--- src/rtl/ctrl_pkg.sv ---
// Shared types and encodings for the SIMPLE multi-cycle controller:
// FSM states, instruction field constants, flag bit positions and decode classes.
package ctrl_pkg;

    typedef enum logic [2:0] {
        ST_IDLE   = 3'd0,
        ST_FETCH  = 3'd1,
        ST_DECODE = 3'd2,
        ST_EXEC   = 3'd3,
        ST_MEM    = 3'd4,
        ST_WB     = 3'd5,
        ST_HALT   = 3'd6,
        ST_ERROR  = 3'd7
    } state_t;

    localparam logic [1:0] OP1_LD  = 2'b00;
    localparam logic [1:0] OP1_ST  = 2'b01;
    localparam logic [1:0] OP1_IMM = 2'b10;
    localparam logic [1:0] OP1_ALU = 2'b11;

    localparam logic [2:0] OP2_LI   = 3'b000;
    localparam logic [2:0] OP2_ADDI = 3'b001;
    localparam logic [2:0] OP2_B    = 3'b100;
    localparam logic [2:0] OP2_BCC  = 3'b111;

    localparam logic [2:0] COND_BE  = 3'b000;
    localparam logic [2:0] COND_BLT = 3'b001;
    localparam logic [2:0] COND_BLE = 3'b010;
    localparam logic [2:0] COND_BNE = 3'b011;

    localparam logic [3:0] OP3_CMP = 4'b0101;
    localparam logic [3:0] OP3_IN  = 4'b1100;
    localparam logic [3:0] OP3_OUT = 4'b1101;
    localparam logic [3:0] OP3_NOP = 4'b1110;
    localparam logic [3:0] OP3_HLT = 4'b1111;

    // Positions inside the {S,Z,C,V} flag vector.
    localparam int FLAG_S = 3;
    localparam int FLAG_Z = 2;
    localparam int FLAG_C = 1;
    localparam int FLAG_V = 0;

    typedef struct packed {
        logic       is_ld;
        logic       is_st;
        logic       is_addi;
        logic       is_b;
        logic       is_bcc;
        logic       is_alu_flags;
        logic       is_out;
        logic       is_hlt;
        logic       writes_reg;
        logic [2:0] cond;
    } instr_class_t;

    function automatic logic branch_taken(input logic [2:0] cond, input logic s,
                                          input logic z, input logic v);
        case (cond)
            COND_BE:  return z;
            COND_BLT: return s ^ v;
            COND_BLE: return z | (s ^ v);
            COND_BNE: return ~z;
            default:  return 1'b0;
        endcase
    endfunction

endpackage

--- src/rtl/multicycle_controller_if.sv ---
// Instruction/data memory handshake bundle between the controller and the memories.
// Handshake: the requester raises req and holds it (with dmem_we stable) until the
// cycle the responder answers with ack; the transfer happens in that cycle, and an
// ack seen while req is low carries no meaning and is ignored.
interface multicycle_controller_if;
    logic        imem_req;
    logic        imem_ack;
    logic [15:0] instr;
    logic        dmem_req;
    logic        dmem_we;
    logic        dmem_ack;

    modport master (
        output imem_req, dmem_req, dmem_we,
        input  imem_ack, instr, dmem_ack
    );

    modport slave (
        input  imem_req, dmem_req, dmem_we,
        output imem_ack, instr, dmem_ack
    );
endinterface

--- src/rtl/instr_decode.sv ---
// Pure combinational classification of an IR word into the instruction classes
// the sequencer branches on.
module instr_decode
    import ctrl_pkg::*;
(
    input  logic [15:0]  ir,
    output instr_class_t cls
);
    logic [1:0] op1;
    logic [2:0] op2;
    logic [3:0] op3;
    logic       is_alu;
    logic       alu_quiet;
    logic       unused_lsb;

    assign op1        = ir[15:14];
    assign op2        = ir[13:11];
    assign op3        = ir[7:4];
    assign unused_lsb = ^ir[3:0];

    always_comb begin
        is_alu    = (op1 == OP1_ALU);
        // OUT/NOP/HLT neither touch the flags nor write a register.
        alu_quiet = (op3 == OP3_OUT) || (op3 == OP3_NOP) || (op3 == OP3_HLT);

        cls.is_ld        = (op1 == OP1_LD);
        cls.is_st        = (op1 == OP1_ST);
        cls.is_addi      = (op1 == OP1_IMM) && (op2 == OP2_ADDI);
        cls.is_b         = (op1 == OP1_IMM) && (op2 == OP2_B);
        cls.is_bcc       = (op1 == OP1_IMM) && (op2 == OP2_BCC);
        cls.is_alu_flags = is_alu && !alu_quiet;
        cls.is_out       = is_alu && (op3 == OP3_OUT);
        cls.is_hlt       = is_alu && (op3 == OP3_HLT);
        cls.writes_reg   = cls.is_ld
                         || ((op1 == OP1_IMM) && ((op2 == OP2_LI) || (op2 == OP2_ADDI)))
                         || (cls.is_alu_flags && (op3 != OP3_CMP));
        cls.cond         = ir[10:8];
    end
endmodule

--- src/rtl/multicycle_controller.sv ---
// Multi-cycle sequencer for the 16-bit SIMPLE core: FSM, IR, latched SZCV flags,
// memory-ack timeout and retired-instruction counter.
module multicycle_controller
    import ctrl_pkg::*;
#(
    parameter int TIMEOUT  = 255,
    parameter int TMO_W    = 8,
    parameter int RETIRE_W = 32
) (
    input  logic                    clk,
    input  logic                    rst_n,
    input  logic                    run,
    input  logic [3:0]              flags_in,
    multicycle_controller_if.master mem,
    output logic                    ir_we,
    output logic                    pc_we,
    output logic                    pc_src,
    output logic                    reg_we,
    output logic                    mem_to_reg,
    output logic                    reg_dst,
    output logic                    alu_src,
    output logic                    flags_we,
    output logic                    out_we,
    output logic                    halted,
    output logic                    err,
    output logic [RETIRE_W-1:0]     retired,
    output logic [2:0]              state
);
    state_t          state_q, state_d;
    logic [15:0]     ir_q;
    logic [3:0]      flag_q;
    logic [TMO_W-1:0] tmo_q;
    instr_class_t    dec;
    logic            imem_req, dmem_req, dmem_we;
    logic            retire, waiting, timed_out;
    logic            unused_c;

    instr_decode u_decode (.ir(ir_q), .cls(dec));

    assign mem.imem_req = imem_req;
    assign mem.dmem_req = dmem_req;
    assign mem.dmem_we  = dmem_we;
    assign state        = state_q;
    assign unused_c     = flag_q[FLAG_C];

    assign waiting   = (imem_req && !mem.imem_ack) || (dmem_req && !mem.dmem_ack);
    // Checked only in a cycle without ack, so a last-moment ack still wins.
    assign timed_out = (tmo_q == TMO_W'(TIMEOUT));

    always_ff @(posedge clk) begin
        if (!rst_n) begin
            state_q <= ST_IDLE;
            ir_q    <= '0;
            flag_q  <= '0;
            tmo_q   <= '0;
            retired <= '0;
        end else begin
            state_q <= state_d;
            if (ir_we)    ir_q   <= mem.instr;
            if (flags_we) flag_q <= flags_in;
            if (waiting)  tmo_q  <= tmo_q + TMO_W'(1);
            else          tmo_q  <= '0;
            if (retire)   retired <= retired + RETIRE_W'(1);
        end
    end

    always_comb begin
        state_d    = state_q;
        imem_req   = 1'b0;
        dmem_req   = 1'b0;
        dmem_we    = 1'b0;
        ir_we      = 1'b0;
        pc_we      = 1'b0;
        pc_src     = 1'b0;
        reg_we     = 1'b0;
        mem_to_reg = 1'b0;
        reg_dst    = 1'b0;
        alu_src    = 1'b0;
        flags_we   = 1'b0;
        out_we     = 1'b0;
        halted     = 1'b0;
        err        = 1'b0;
        retire     = 1'b0;

        case (state_q)
            ST_IDLE: if (run) state_d = ST_FETCH;
            ST_FETCH: begin
                imem_req = 1'b1;
                if (mem.imem_ack) begin
                    ir_we   = 1'b1;
                    pc_we   = 1'b1;
                    state_d = ST_DECODE;
                end else if (timed_out) begin
                    state_d = ST_ERROR;
                end
            end
            ST_DECODE: begin
                if (dec.is_hlt) begin
                    retire  = 1'b1;
                    state_d = ST_HALT;
                end else begin
                    state_d = ST_EXEC;
                end
            end
            ST_EXEC: begin
                if (dec.is_ld || dec.is_st) begin
                    alu_src = 1'b1;
                    state_d = ST_MEM;
                end else if (dec.writes_reg) begin
                    alu_src  = dec.is_addi;
                    flags_we = dec.is_alu_flags;
                    state_d  = ST_WB;
                end else begin
                    // CMP, OUT, NOP and branches all finish here; Bcc sees the latched flags.
                    flags_we = dec.is_alu_flags;
                    out_we   = dec.is_out;
                    if (dec.is_b || (dec.is_bcc &&
                        branch_taken(dec.cond, flag_q[FLAG_S], flag_q[FLAG_Z], flag_q[FLAG_V]))) begin
                        pc_we  = 1'b1;
                        pc_src = 1'b1;
                    end
                    retire  = 1'b1;
                    state_d = ST_FETCH;
                end
            end
            ST_MEM: begin
                dmem_req = 1'b1;
                dmem_we  = dec.is_st;
                if (mem.dmem_ack) begin
                    if (dec.is_ld) begin
                        state_d = ST_WB;
                    end else begin
                        retire  = 1'b1;
                        state_d = ST_FETCH;
                    end
                end else if (timed_out) begin
                    state_d = ST_ERROR;
                end
            end
            ST_WB: begin
                reg_we     = 1'b1;
                mem_to_reg = dec.is_ld;
                reg_dst    = !dec.is_ld;
                retire     = 1'b1;
                state_d    = ST_FETCH;
            end
            ST_HALT: begin
                halted = 1'b1;
                if (run) state_d = ST_FETCH;
            end
            ST_ERROR: err = 1'b1;
            default:  state_d = ST_ERROR;
        endcase
    end
endmodule

--- src/flat_wrapper.sv ---
// flat-port wrapper written by rule: the top's interface ports become plain ports
module multicycle_controller_flat import ctrl_pkg::*;
#(
    parameter int TIMEOUT  = 255,
    parameter int TMO_W    = 8,
    parameter int RETIRE_W = 32
)
  (clk, rst_n, run, flags_in, ir_we, pc_we, pc_src, reg_we, mem_to_reg, reg_dst, alu_src, flags_we, out_we, halted, err, retired, state, mem_imem_req, mem_dmem_req, mem_dmem_we, mem_imem_ack, mem_instr, mem_dmem_ack);
  multicycle_controller_if mem_i ();
  input  logic clk;
  input  logic rst_n;
  input  logic run;
  input  logic [3:0] flags_in;
  output logic ir_we;
  output logic pc_we;
  output logic pc_src;
  output logic reg_we;
  output logic mem_to_reg;
  output logic reg_dst;
  output logic alu_src;
  output logic flags_we;
  output logic out_we;
  output logic halted;
  output logic err;
  output logic [RETIRE_W-1:0] retired;
  output logic [2:0] state;
  output wire logic [$bits(mem_i.imem_req)-1:0] mem_imem_req;
  output wire logic [$bits(mem_i.dmem_req)-1:0] mem_dmem_req;
  output wire logic [$bits(mem_i.dmem_we)-1:0] mem_dmem_we;
  input wire logic [$bits(mem_i.imem_ack)-1:0] mem_imem_ack;
  input wire logic [$bits(mem_i.instr)-1:0] mem_instr;
  input wire logic [$bits(mem_i.dmem_ack)-1:0] mem_dmem_ack;
  assign mem_imem_req = mem_i.imem_req;
  assign mem_dmem_req = mem_i.dmem_req;
  assign mem_dmem_we = mem_i.dmem_we;
  assign mem_i.imem_ack = mem_imem_ack;
  assign mem_i.instr = mem_instr;
  assign mem_i.dmem_ack = mem_dmem_ack;
  multicycle_controller #(.TIMEOUT(TIMEOUT), .TMO_W(TMO_W), .RETIRE_W(RETIRE_W)) u_core (.clk(clk), .rst_n(rst_n), .run(run), .flags_in(flags_in), .mem(mem_i), .ir_we(ir_we), .pc_we(pc_we), .pc_src(pc_src), .reg_we(reg_we), .mem_to_reg(mem_to_reg), .reg_dst(reg_dst), .alu_src(alu_src), .flags_we(flags_we), .out_we(out_we), .halted(halted), .err(err), .retired(retired), .state(state));
endmodule
--- config.mk ---
export PLATFORM = sky130hd
export DESIGN_NAME = multicycle_controller_flat
export DESIGN_NICKNAME = d
export VERILOG_FILES = /design/src/rtl/ctrl_pkg.sv /design/src/rtl/multicycle_controller_if.sv /design/src/rtl/instr_decode.sv /design/src/rtl/multicycle_controller.sv /design/src/flat_wrapper.sv
export SDC_FILE = /design/constraint.sdc
export NUM_CORES = 1
export LEC_CHECK = 0
export ABC_AREA = 1
export BUFFER_PORTS_ARGS = -buffer_cell sky130_fd_sc_hd__buf_4
export CAP_MARGIN = 10
export CORE_MARGIN = 2
export CORE_UTILIZATION = 55
export DETAILED_ROUTE_END_ITERATION = 10
export PLACE_DENSITY = 0.77
export SLEW_MARGIN = 20
export SYNTH_ARGS = -nofsm -noshare
export SYNTH_HDL_FRONTEND = slang
export SYNTH_SLANG_ARGS = --single-unit
--- constraint.sdc ---
create_clock -name clk -period 2.2 [get_ports clk]
set_clock_uncertainty 0.15 [all_clocks]
set_input_delay 0.22 -clock clk [delete_from_list [all_inputs] [get_ports clk]]
set_output_delay 0.22 -clock clk [all_outputs]
set_load 0.02 [all_outputs]
==> results.yml, run 1 <==
status:
  status: "finished, final reports clean"
critical_path:
  slowest_delay_ns: 0.50
  slowest_stage: "dfxtp_1"
  path_max_fanout: 19
  critPathArrivalTime_ns: 1.70
  endpoint_kind: "primary output"
  cp-start-kind: "register"
  path_cells: "nand3_1, nor2_4, inv_2, nand2_1, buf_4"
  r2r_cells: 9
  critPathKind: "reg -> out"
  crit_required_ns: 1.83
placement:
  portBuffers: 68
  gp_congestion: 0.893
  place_worst_setup_slack_ns: 0.215
  place_hpwl_microns: 6810
  dpl-instance-area_sq_um: 4040
  dp_cells: 679
sta:
  setup_viol: 0
  drv_slew: 0
  timing.hold.ws_ns: 0.00600
  tightest_slew_ns: 0.380
  finalSetupTns_ns: 0
  fmax_mhz: 483
  finalWorstSetupSlack_ns: 0.128
  hold_viol_final: 0
  slew-limit-headroom: 0.744
  finalCritPeriodShare: 0.942
  finalCriticalPeriod_ns: 2.07
  rsz0062_at_grt: "no"
routing:
  antenna_left: 0
  dr_total_vias: 3840
  routed_wl_microns: 9860
  highest_layer: "met4"
  drc_errors: 0
  drt_iter0_markers: 291
  viasPerCell: 5.44
  wl_met3_microns: 561
  dr.pass1.iters: 7
  wire_per_inst_microns: 14.0
  wl_met1_microns: 4280
  wl_met2_microns: 4690
logic_synthesis:
  ys_seq_area_frac: 0.332
  synth_nets: 574
  yosysUniqueCellTypes: 34
  ys_async_sr_fraction: 0
  yosys_register_bits: 58
  synth-edff-count: 0
  ys.flop_type: "dfxtp_1"
  syn_area_sq_um: 3490
  ys.warnings.count: 0
  syn_inst: 547
  avgSynthCellArea_sq_um: 6.39
min_path:
  min_path_cells: 3
  hp-class: "in -> reg"
finish:
  final_area_sq_um: 4370
  drive_gt1_frac: 0.181
  antenna_cells: 0
  stdcell_count: 706
  area_growth_pct: 24.9
  nets: 651
  fin_util: 0.699
  n_fill_cell: 580
clock_network:
  clk_pin_slew_ns: 0.07
  cts_buffers: 9
  clock_latency_ns: 0.35
  cts_sinks: 58
  cts_tree: "yes"
  ctsHtreeMaxLevel: 3
  clockBufferDepth: 2
  cts_root_buffer: "clkbuf_8"
die:
  pin_count: 74
  die_h_microns: 83.7
  core_area_sq_um: 6240
  die_x_microns: 83.7
  start_util: 0.560
  num_rows: 29
  die_area_sq_um: 7010
power:
  finalPower_mw: 3.10
  vdd_drop_max_mv: 0.605
  leakage_nw: 1.80
  powerDensity_nw_per_um2: 709
global_routing:
  grt_max_degree: 35
  grt_pass1_wl_microns: 16100
  grt_pass1_vias: 3634
  grtUsageTotal: 0.280
  antenna_found_initial: 0
  overflow: 0
flow_run:
  maxCapViolCount: 0
==> synth_stat cells, types with 3 or more instances <==
master	instances	area, sq um
nand2_1	173	649
nor2_1	88	330
dfxtp_1	58	1160
a21oi_1	45	225
nand4_1	33	206
inv_1	30	113
o21ai_0	16	80.1
nand3b_1	15	113
nand3_1	14	70.1
buf_2	11	55.1
xor2_1	11	96.3
inv_2	9	33.8
xnor2_1	7	61.3
nor3_1	6	30.0
buf_6	3	33.8
clkbuf_1	3	11.3
==> kinds of logic after synthesis <==
kind of cell,count (synthesis),synth area share
DFF,58,0.332
and+or+nand+nor,343,0.439
adders and majority gates,2,0.00716
buffers and inverters,59,0.0748
xor gates and xnor gates,18,0.0451
AOI/OAI and AO/OA,67,0.102
==> power by group <==
part           total, mW  switching [mW]  internal [mW]
logic              0.823           0.539          0.285
registers           1.23          0.0926           1.13
clock network       1.05           0.463          0.584
total               3.10            1.09           2.00
==> what timing repair did <==
item,4_1_cts,5_1_grt
setup endpoints to repair,2,6
hold buffers,9,0
pin swaps,1,1
hold endpoints to repair,9,0
gates cloned,0,1
resized for setup,0,4
setup buffers,1,0
==> state kept, by name, indices dropped and copies added (netlist names) <==
signal	cells
u_core.flag_q	3
u_core.tmo_q	8
u_core.retired	32
u_core.state	3
u_core.ir_q	12
==> path summary, 6_finish.rpt <==
| kind | startpoint | end | slack (ns) |
|---|---|---|---|
| worst min register to register | u_core.flag_q[3] | u_core.flag_q[3] | 0.35 |
| worst max register to register | u_core.retired[0] | u_core.retired[28] | 0.19 |
| worst min-delay path | mem_instr[14] | u_core.ir_q[14] | 0.006 |
| worst max-delay path | u_core.state[0] | pc_we | 0.13 |
==> layout by cell type (no fill, tap or decap), drive strengths merged <==
cell and n:
nand2 176, nor2 92, buf 75, dfxtp 58, a21oi 46, inv 39, nand4 33, nand3 19
o21ai 17, nand3b 15, clkbuf 12, xor2 11, dlygate4sd3 9, xnor2 7, nor3 6, nor3b 2
ha 2, clkinvlp 2, clkinv 2, o31ai 1, o211ai 1, nor4 1, a31oi 1, o21a 1
bufinv 1
==> cell type report <==
type                            instances  area (sq um)  area share
Sequential cell                        58          1160       0.266
Tap cell                               77          96.3      0.0221
Multi-Input combinational cell        431          2100       0.481
Clock buffer                           12           155      0.0355
Clock inverter                          4          50.0      0.0115
Inverter                               40           150      0.0344
Timing Repair Buffer                   84           653       0.150
==> critical path: cells and delay by family, from the launching register on <==
| kind | cells | cell delay, ns |
|---|---|---|
| buffers and inverters | 2 | 0.31 |
| flip-flops | 1 | 0.50 |
| AND/OR/NAND/NOR | 3 | 0.56 |
==> metal layers <==
metal,vias to the layer above,GRT usage
met5,-,0
met3,38,0.0584
li1,1946,-
met2,140,0.475
met1,1716,0.334
met4,0,0.147
Note: power is estimated with default switching activity, not from simulation.
==> run 2, diff against run 1 <==
==> constraint.sdc (replaced) <==
create_clock -name clk -period 2.2 [get_ports clk]
set_clock_uncertainty 0.15 [all_clocks]
set_input_delay 0.44 -clock clk [delete_from_list [all_inputs] [get_ports clk]]
set_output_delay 0.44 -clock clk [all_outputs]
set_load 0.02 [all_outputs]
==> results.yml, run 2 (synthesized netlist as in run 1, its figures left out) <==
power:
  p_clk_frac: 0.370
  switching_share: 0.327
  pwr-share-seq: 0.367
  combPwrFrac: 0.263
  leakage_nw: 1.82
  finalPower_mw: 3.35
  powerDensity_nw_per_um2: 764
  vdd_drop_max_mv: 0.493
  power.switching_mw: 1.10
  internal-power_mw: 2.26
sta:
  fmax_mhz: 466
  tightest_slew_ns: 0.446
  slew-limit-headroom: 0.700
  finalCritPeriodShare: 0.975
  finalCriticalPeriod_ns: 2.15
  setup_viol: 0
  hold_viol_final: 0
  drv_slew: 0
  rsz0062_at_grt: "yes"
routing:
  dr.pass1.iters: 5
  dr_total_vias: 3753
  drt_iter0_markers: 305
  routed_wl_microns: 9250
  antenna_left: 0
  wire_per_inst_microns: 13.2
  drc_errors: 0
  viasPerCell: 5.34
critical_path:
  critPathArrivalTime_ns: 1.56
  cp-start-kind: "register"
  path_max_fanout: 3
  critPathKind: "reg -> out"
  crit_required_ns: 1.61
  endpoint_kind: "primary output"
finish:
  drive_gt1_frac: 0.206
  reg_top3: "u_core.retired x32, u_core.ir_q x12, u_core.tmo_q x8"
  largest_register_ffs: 32
  final_area_sq_um: 4390
  final_cell_mix: "173 x nand2_1, 87 x nor2_1, 81 x buf_4"
  final_common_cell: "nand2_1"
  area_growth_pct: 25.6
  antenna_cells: 0
  nets: 648
  regMostFlops: "u_core.retired"
global_routing:
  grtUsageTotal: 0.266
  grt_pass1_wl_microns: 15200
  grt_pass1_vias: 3441
  antenna_found_initial: 0
  grt_max_degree: 35
  overflow: 0
clock_network:
  ctsHtreeMaxLevel: 3
  hold_buffers: 0
  clock_latency_ns: 0.34
  cts_sinks: 58
  cts_tree: "yes"
  cts_buffers: 9
  clk_pin_slew_ns: 0.07
  cts_root_buffer: "clkbuf_8"
  clockBufferDepth: 2
die:
  num_rows: 29
  die_area_sq_um: 7010
  core_area_sq_um: 6240
  start_util: 0.560
  pin_count: 74
  die_h_microns: 83.7
  die_x_microns: 83.7
placement:
  dpl-instance-area_sq_um: 4060
  portBuffers: 68
  place_hpwl_microns: 6600
  gp_congestion: 0.920
min_path:
  hp-class: "in -> reg"
status:
  status: "finished, final reports clean"
flow_run:
  maxCapViolCount: 0
## run 2: cell count changes in the layout (fill, tap and decap cells not counted), moves of 2 or more
| cell | before | now |
|---|---|---|
| clkinvlp_4 | 2 | 0 |
| dfxtp_2 | 1 | 5 |
| dfxtp_1 | 57 | 52 |
| dlygate4sd3_1 | 9 | 0 |
| bufinv_16 | 1 | 3 |
| buf_4 | 75 | 81 |
## run 2: area by class of cell
class                   instances  area, sq um
fillers                       556         1850
inverters                      40          153
well taps                      77         96.3
repair buffers                 82          619
clock inverters                 6          113
multi-input cells             430         2100
clock buffers                  10          138
flip-flops and latches         58         1170
## run 2: power by group through the flow
stage / sequential [mW] / clock [mW] / combinational (mW)
6_report: 1.23 / 1.24 / 0.881
3_5_place_dp: 1.24 / 0 / 0.795
4_1_cts: 1.22 / 1.26 / 0.802
3_3_place_gp: 1.24 / 0 / 0.787
2_1_floorplan: 1.25 / 0 / 0.542
5_1_grt: 1.24 / 1.32 / 0.967
## run 2: what timing repair did
action,in CTS,in global routing
buffers inserted,0,5
hold endpoints to repair,0,0
resized for setup,3,13
pin swaps,0,6
setup endpoints to repair,3,6
## run 2: worst paths after layout
kind                      from                  to  slack [ns]  cells after the start
max            u_core.state[2]               pc_we        0.05                     10
min               mem_instr[8]      u_core.ir_q[8]        0.17                      3
max reg2reg  u_core.retired[1]  u_core.retired[16]        0.29                      8
min reg2reg    u_core.tmo_q[0]     u_core.tmo_q[0]        0.31                      1
## run 2: stage by stage
stage               setup WS [ns]  TNS, ns  hold WS, ns   util  std cells
finish                     0.0549        0        0.171  0.703        703
global route              -0.0570   -0.118        0.152  0.703        703
CTS                      0.000947        0        0.160  0.691        698
detailed placement          0.276        0        0.303  0.650        682
global placement            0.291        0        0.279  0.650        682
floorplan                  0.0314        0        0.268      -        547
## run 2: layer usage
metal / up-vias / share of wire / global-route usage
li1: 1931 / - / -
met5: - / 0 / 0
met4: 0 / 0.013 / 0.0894
met2: 122 / 0.50 / 0.466
met1: 1689 / 0.43 / 0.322
met3: 11 / 0.050 / 0.0584
## run 2: worst max-delay path, cell delays in order, from the launching register on
cell,delay (ns)
dfxtp_2,0.33
inv_2,0.09
nand2_4,0.06
inv_4,0.07
nand2_4,0.05
nor2_4,0.14
nand3_4,0.10
nor2_2,0.11
nand2_1,0.07
nand2_1,0.08
buf_6,0.11
